$ cat src/rtl/arb_pkg.sv
// Shared definitions for the mux bus arbiter: mux select codes, FSM states
// and small index helpers used by the arbiter top and its pick logic.
package arb_pkg;

    localparam int unsigned NUM_REQ = 3;

    localparam logic [1:0] SEL_D0   = 2'b00;
    localparam logic [1:0] SEL_D1   = 2'b01;
    localparam logic [1:0] SEL_D2   = 2'b10;
    localparam logic [1:0] SEL_NONE = 2'b11;

    typedef enum logic [1:0] {
        ST_IDLE  = 2'd0,
        ST_GRANT = 2'd1,
        ST_TURN  = 2'd2
    } arb_state_t;

    // One-hot grant vector for a requester index; out-of-range gives no owner.
    function automatic logic [NUM_REQ-1:0] onehot(input logic [1:0] idx);
        case (idx)
            2'd0:    onehot = 3'b001;
            2'd1:    onehot = 3'b010;
            2'd2:    onehot = 3'b100;
            default: onehot = 3'b000;
        endcase
    endfunction

    // Mux select code for a requester index; out-of-range selects nothing.
    function automatic logic [1:0] sel_of(input logic [1:0] idx);
        case (idx)
            2'd0:    sel_of = SEL_D0;
            2'd1:    sel_of = SEL_D1;
            2'd2:    sel_of = SEL_D2;
            default: sel_of = SEL_NONE;
        endcase
    endfunction

endpackage

$ cat src/rtl/rr_pick.sv
// Rotating-priority requester pick: scans last+1, last+2, last+3 (mod 3)
// and reports the first requester found.
module rr_pick
    import arb_pkg::*;
(
    input  logic [NUM_REQ-1:0] req,
    input  logic [1:0]         last,
    output logic               valid,
    output logic [1:0]         idx
);

    // Scan requesters starting just after the previous owner.
    always_comb begin
        valid = 1'b0;
        idx   = 2'd0;
        for (int unsigned k = 1; k <= NUM_REQ; k++) begin
            int unsigned cand;
            cand = (int'(last) + k) % NUM_REQ;
            if (!valid && req[cand]) begin
                valid = 1'b1;
                idx   = 2'(cand);
            end
        end
    end

endmodule

$ cat src/rtl/mux_bus_arbiter.sv
// Round-robin owner arbiter for the shared 16-bit 3-to-1 result mux.
// Sequence per owner: IDLE -> GRANT -> TURN (bus turnaround) -> IDLE.
// Optional hog revoke is enabled by defining ARB_TIMEOUT_EN; the default
// build has unbounded ownership and timeout tied low.
module mux_bus_arbiter
    import arb_pkg::*;
#(
    parameter int unsigned TURN_CYC = 1,
    parameter int unsigned MAX_HOLD = 15
) (
    input  logic       clk,
    input  logic       rst,
    input  logic [2:0] req,
    input  logic [2:0] done,
    output logic [2:0] grant,
    output logic [1:0] sel,
    output logic       busy,
    output logic       timeout
);

    localparam int unsigned TURN_W = (TURN_CYC > 1) ? $clog2(TURN_CYC) : 1;

    arb_state_t        state;
    logic [1:0]        last_owner;
    logic [TURN_W-1:0] turn_cnt;

    logic              pick_valid;
    logic [1:0]        pick_idx;
    logic              owner_release;

    rr_pick u_pick (
        .req   (req),
        .last  (last_owner),
        .valid (pick_valid),
        .idx   (pick_idx)
    );

    // grant is one-hot in GRANT, so masking with it isolates the owner's bits.
    assign owner_release = (|(done & grant)) | ~(|(req & grant));

`ifdef ARB_TIMEOUT_EN
    localparam int unsigned HOLD_W = (MAX_HOLD > 1) ? $clog2(MAX_HOLD) : 1;

    logic [HOLD_W-1:0] hold_cnt;
    logic              others_waiting;
    logic              revoke;

    assign others_waiting = |(req & ~grant);
    assign revoke         = (hold_cnt == HOLD_W'(MAX_HOLD - 1)) && others_waiting;
`else
    assign timeout = 1'b0;
`endif

    // Arbitration FSM with registered grant/sel/busy/timeout.
    always_ff @(posedge clk) begin
        if (rst) begin
            state      <= ST_IDLE;
            grant      <= '0;
            sel        <= SEL_NONE;
            busy       <= 1'b0;
            last_owner <= 2'd2;
            turn_cnt   <= '0;
`ifdef ARB_TIMEOUT_EN
            timeout    <= 1'b0;
            hold_cnt   <= '0;
`endif
        end else begin
`ifdef ARB_TIMEOUT_EN
            timeout <= 1'b0;
`endif
            case (state)
                ST_IDLE: begin
                    if (pick_valid) begin
                        state <= ST_GRANT;
                        grant <= onehot(pick_idx);
                        sel   <= sel_of(pick_idx);
                        busy  <= 1'b1;
`ifdef ARB_TIMEOUT_EN
                        hold_cnt <= '0;
`endif
                    end else begin
                        grant <= '0;
                        sel   <= SEL_NONE;
                        busy  <= 1'b0;
                    end
                end

                ST_GRANT: begin
                    // sel carries the owner index while granted.
                    if (owner_release) begin
                        state      <= ST_TURN;
                        grant      <= '0;
                        sel        <= SEL_NONE;
                        last_owner <= sel;
                        turn_cnt   <= TURN_W'(TURN_CYC - 1);
`ifdef ARB_TIMEOUT_EN
                    end else if (revoke) begin
                        state      <= ST_TURN;
                        grant      <= '0;
                        sel        <= SEL_NONE;
                        last_owner <= sel;
                        turn_cnt   <= TURN_W'(TURN_CYC - 1);
                        timeout    <= 1'b1;
                    end else if (hold_cnt != HOLD_W'(MAX_HOLD - 1)) begin
                        hold_cnt <= hold_cnt + 1'b1;
`endif
                    end
                end

                ST_TURN: begin
                    if (turn_cnt == '0) begin
                        state <= ST_IDLE;
                        busy  <= 1'b0;
                    end else begin
                        turn_cnt <= turn_cnt - 1'b1;
                    end
                end

                default: begin
                    state <= ST_IDLE;
                    grant <= '0;
                    sel   <= SEL_NONE;
                    busy  <= 1'b0;
                end
            endcase
        end
    end

endmodule

$ cat config.mk
export PLATFORM = sky130hd
export DESIGN_NAME = mux_bus_arbiter
export DESIGN_NICKNAME = d
export VERILOG_FILES = /design/src/rtl/arb_pkg.sv /design/src/rtl/rr_pick.sv /design/src/rtl/mux_bus_arbiter.sv
export SDC_FILE = /design/constraint.sdc
export NUM_CORES = 1
export LEC_CHECK = 0
export CORE_AREA = 2 2 39 41
export CTS_CLUSTER_DIAMETER = 150
export DETAILED_ROUTE_END_ITERATION = 6
export DIE_AREA = 0 0 41 43
export MAX_ROUTING_LAYER = met4
export PLACE_DENSITY = 0.87
export SYNTH_ARGS = -nofsm -noshare
export SYNTH_HDL_FRONTEND = slang
export SYNTH_SLANG_ARGS = --single-unit
$ cat constraint.sdc
create_clock -name clk -period 3.7 [get_ports clk]
set_input_delay 0.74 -clock clk [delete_from_list [all_inputs] [get_ports clk]]
set_output_delay 0.74 -clock clk [all_outputs]
set_load 0.02 [all_outputs]
==> flow_results.xml <==
<?xml version="1.0" encoding="UTF-8"?>
<metrics>
  <group name="outcome">
    <metric name="outcome" unit="">finished with violations</metric>
    <metric name="violations" unit="">DRC</metric>
  </group>
  <group name="clock_network">
    <metric name="insertion_delay" unit="ns">0.27</metric>
    <metric name="holdBufCountCts" unit="">0</metric>
    <metric name="clock_sinks" unit="">10</metric>
    <metric name="ctsHtreeMaxLevel" unit="">1</metric>
    <metric name="post_cts_buffers" unit="">0</metric>
    <metric name="number_of_buffers_created_by_cts" unit="">3</metric>
    <metric name="cts_root_buffer" unit="">sky130_fd_sc_hd__clkbuf_4</metric>
    <metric name="clock_transition_at_path_regs" unit="ns">0.06</metric>
    <metric name="tritoncts" unit="">done</metric>
    <metric name="max-clock-path-buffers" unit="">2</metric>
    <metric name="cts_repair_resize_count" unit="">0</metric>
  </group>
  <group name="logic_synthesis">
    <metric name="area_fraction_of_the_dominant_cell_type_after_synthesis" unit="">0.3059</metric>
    <metric name="total_nets_after_synthesis" unit="">85</metric>
    <metric name="synth.ff_latch_count" unit="">10</metric>
    <metric name="synth_sequential_area_ratio" unit="">0.3059</metric>
    <metric name="post_synth_inst_count" unit="">73</metric>
    <metric name="synth_area_leader_cell" unit="">sky130_fd_sc_hd__dfxtp_1</metric>
    <metric name="synth.lib_cells_used.distinct" unit="">31</metric>
    <metric name="yosysWarnings" unit="">0</metric>
    <metric name="synth.top_cells.by_count" unit="">10 x sky130_fd_sc_hd__dfxtp_1, 7 x sky130_fd_sc_hd__nand2_1, 7 x sky130_fd_sc_hd__nor2_1, 5 x sky130_fd_sc_hd__inv_1</metric>
    <metric name="syn_area_per_cell" unit="sq um">8.964</metric>
    <metric name="synth_most_common_cell" unit="">sky130_fd_sc_hd__dfxtp_1</metric>
    <metric name="netlist_top_cells_area" unit="">sky130_fd_sc_hd__dfxtp_1 31%, sky130_fd_sc_hd__ha_1 7.6%, sky130_fd_sc_hd__mux2i_1 6.1%</metric>
    <metric name="synth_async_sr_flop_share" unit="">0</metric>
    <metric name="syn_area" unit="sq um">654.4</metric>
    <metric name="count_of_flip_flops_with_a_built_in_enable_after_synthesis" unit="">0</metric>
    <metric name="synth_flop_cell" unit="">sky130_fd_sc_hd__dfxtp_1</metric>
  </group>
  <group name="timing">
    <metric name="rsz0062_at_grt" unit="">no</metric>
    <metric name="fmax" unit="GHz">0.4514</metric>
    <metric name="finalHoldViolations" unit="">0</metric>
    <metric name="worst_clk_skew" unit="ns">0.005686</metric>
    <metric name="finalCriticalPeriod" unit="ns">2.215</metric>
    <metric name="maxSlewViolCount" unit="">0</metric>
    <metric name="setup_tns" unit="ns">0</metric>
    <metric name="setup_viol_count_final" unit="">0</metric>
    <metric name="layout_worst_path_cycle_share" unit="">0.5987</metric>
  </group>
  <group name="floorplanning">
    <metric name="floorplan.initialDensity" unit="">0.4729</metric>
    <metric name="floorplan.die_area" unit="sq mm">0.001763</metric>
    <metric name="core-area" unit="sq mm">0.001384</metric>
    <metric name="ios" unit="">15</metric>
    <metric name="fp.dieW" unit="um">41</metric>
    <metric name="placementRows" unit="">14</metric>
    <metric name="die_y" unit="um">43</metric>
  </group>
  <group name="layout">
    <metric name="post-route-cell-area" unit="sq um">815.8</metric>
    <metric name="area_growth_syn_to_layout" unit="%">24.67</metric>
    <metric name="post_route_cells_drive_above_1_share" unit="">0.08046</metric>
    <metric name="layout_net_count" unit="">101</metric>
    <metric name="antenna_cells_inserted" unit="">0</metric>
    <metric name="sequential_cell_area" unit="sq um">200.2</metric>
    <metric name="fill_cells" unit="">119</metric>
    <metric name="total_area_of_multi_input_combinational_cells" unit="sq um">424.2</metric>
  </group>
  <group name="drt">
    <metric name="number_of_remaining_drc_errors" unit="">3</metric>
    <metric name="detailedRoute.firstPassIterationCount" unit="">7</metric>
    <metric name="num_vias" unit="">612</metric>
    <metric name="detail_route.wirelength" unit="um">1460</metric>
    <metric name="wl_per_cell" unit="um">14.17</metric>
    <metric name="detailedRoute.firstIterationViolations" unit="">27</metric>
    <metric name="route.detailed.vias_per_inst" unit="">5.942</metric>
    <metric name="antenna_violating_nets_post_route" unit="">0</metric>
  </group>
  <group name="global_routing">
    <metric name="grt_max_degree" unit="">9</metric>
    <metric name="via_count_of_the_first_global_routing_pass" unit="">603</metric>
    <metric name="grtUsageTotal" unit="">0.1992</metric>
    <metric name="global_route_wire_length_before_repair" unit="um">2332</metric>
    <metric name="gr-total-overflow" unit="">0</metric>
    <metric name="antenna_found_initial" unit="">0</metric>
  </group>
  <group name="pwr">
    <metric name="power_density" unit="mW/mm^2">650.8</metric>
    <metric name="ir_drop_worst_case_vdd" unit="V">0.0003570</metric>
    <metric name="total_leakage_power" unit="nW">0.3438</metric>
  </group>
  <group name="worst_setup_path">
    <metric name="setup.worst_path.start_class" unit="">primary input</metric>
    <metric name="worst-setup-path-type" unit="">primary input to flop</metric>
    <metric name="worstSetupEndpointType" unit="">flop</metric>
    <metric name="timing.critical_path.required" unit="ns">3.85</metric>
    <metric name="worstRegToRegCells" unit="">7</metric>
    <metric name="critPathMaxFanout" unit="">7</metric>
    <metric name="crit_arrival" unit="ns">2.36</metric>
  </group>
  <group name="placed_design">
    <metric name="dpl.hpwl" unit="um">1100</metric>
    <metric name="io_buffer_count" unit="">13</metric>
    <metric name="gp_congestion" unit="">0.7828</metric>
    <metric name="place_area" unit="sq um">793.3</metric>
  </group>
  <group name="job">
    <metric name="drv_cap" unit="">0</metric>
  </group>
  <group name="worst_hold_path">
    <metric name="timing.hold.worst_path_depth" unit="">2</metric>
    <metric name="worstHoldPathType" unit="">flop to flop</metric>
  </group>
</metrics>
[power breakdown]
part,internal (W),leakage [nW],switching (W)
clock,0.0000376,0.0138,0.0000362
combinational,0.000134,0.247,0.000146
sequential,0.000141,0.0825,0.0000362
total,0.000312,0.344,0.000219
[sequential cells by signal, summed over array words and instances (netlist names)]
signal and cells:
busy 1, grant 3, last_owner 2, sel 2, state 2
[through the flow]
stage                     setup slack [ns]  total power [W]  cells  utilization  hold slack, ns
after floorplan                      1.757        0.0003700     73            -          0.4992
after global placement               1.235        0.0004502    100       0.5732          0.4306
after detailed placement             1.212        0.0004561    100       0.5732          0.4330
after CTS                            1.477        0.0005333    103       0.5895          0.4425
after global routing                 1.379        0.0005635    103       0.5895          0.4759
final                                1.485        0.0005309    103       0.5895          0.4408
[cell type report]
class,instances,share of cell area
Multi-Input combinational cell,56,0.5199
Sequential cell,10,0.2454
Timing Repair Buffer,13,0.1595
Clock buffer,3,0.02761
Tap cell,16,0.02454
Inverter,5,0.02301
[path summary, 6_finish.rpt]
| path | from | end | slack [ns] |
|---|---|---|---|
| worst min-delay path | busy$_SDFFE_PP0N_ | busy$_SDFFE_PP0N_ | 0.44 |
| worst max-delay path | req[2] | state[0]$_SDFFE_PP0P_ | 1.48 |
| worst min register to register | busy$_SDFFE_PP0N_ | busy$_SDFFE_PP0N_ | 0.44 |
| worst max register to register | last_owner[1]$_SDFFE_PP1P_ | state[0]$_SDFFE_PP0P_ | 1.82 |
[cells in the final DEF (no fill, tap or decap), drive strengths merged]
cell,n
a211oi,1
a21o,1
a21oi,3
a222oi,2
a22o,1
a31oi,1
a41o,1
clkbuf,3
clkdlybuf4s50,13
conb,1
dfxtp,10
ha,4
inv,5
mux2,1
mux2i,4
nand2,7
nand2b,3
nand3b,3
nor2,7
nor2b,1
nor3b,1
o211ai,2
o21a,2
o21ai,2
o31ai,1
o32a,1
o32ai,2
o41ai,1
or2,1
or2b,1
or4,1
[kinds of logic after synthesis]
| group | synth area share |
|---|---|
| AO/OA/AOI/OAI | 0.2849 |
| adder cells (fa/ha/maj) | 0.07648 |
| buffers and inverters | 0.04589 |
| flip-flops | 0.3059 |
| multiplexers | 0.08413 |
| other | 0.005731 |
| AND/OR/NAND/NOR | 0.1970 |
[per-layer routing]
metal,global-route usage,vias to the layer above,share of wire
met5,-,-,0
met4,0.1267,0,0.025
met3,0.03141,5,0.050
met1,0.2211,287,0.44
li1,-,295,-
met2,0.3125,25,0.48
[worst max-delay path: stages]
cell                              delay [ns]
sky130_fd_sc_hd__clkdlybuf4s50_1        0.53
sky130_fd_sc_hd__a22o_1                 0.27
sky130_fd_sc_hd__a211oi_2               0.27
sky130_fd_sc_hd__a31oi_4                0.09
sky130_fd_sc_hd__o41ai_2                0.39
sky130_fd_sc_hd__a21oi_1                0.07
Note: power is estimated with default switching activity, not from simulation.
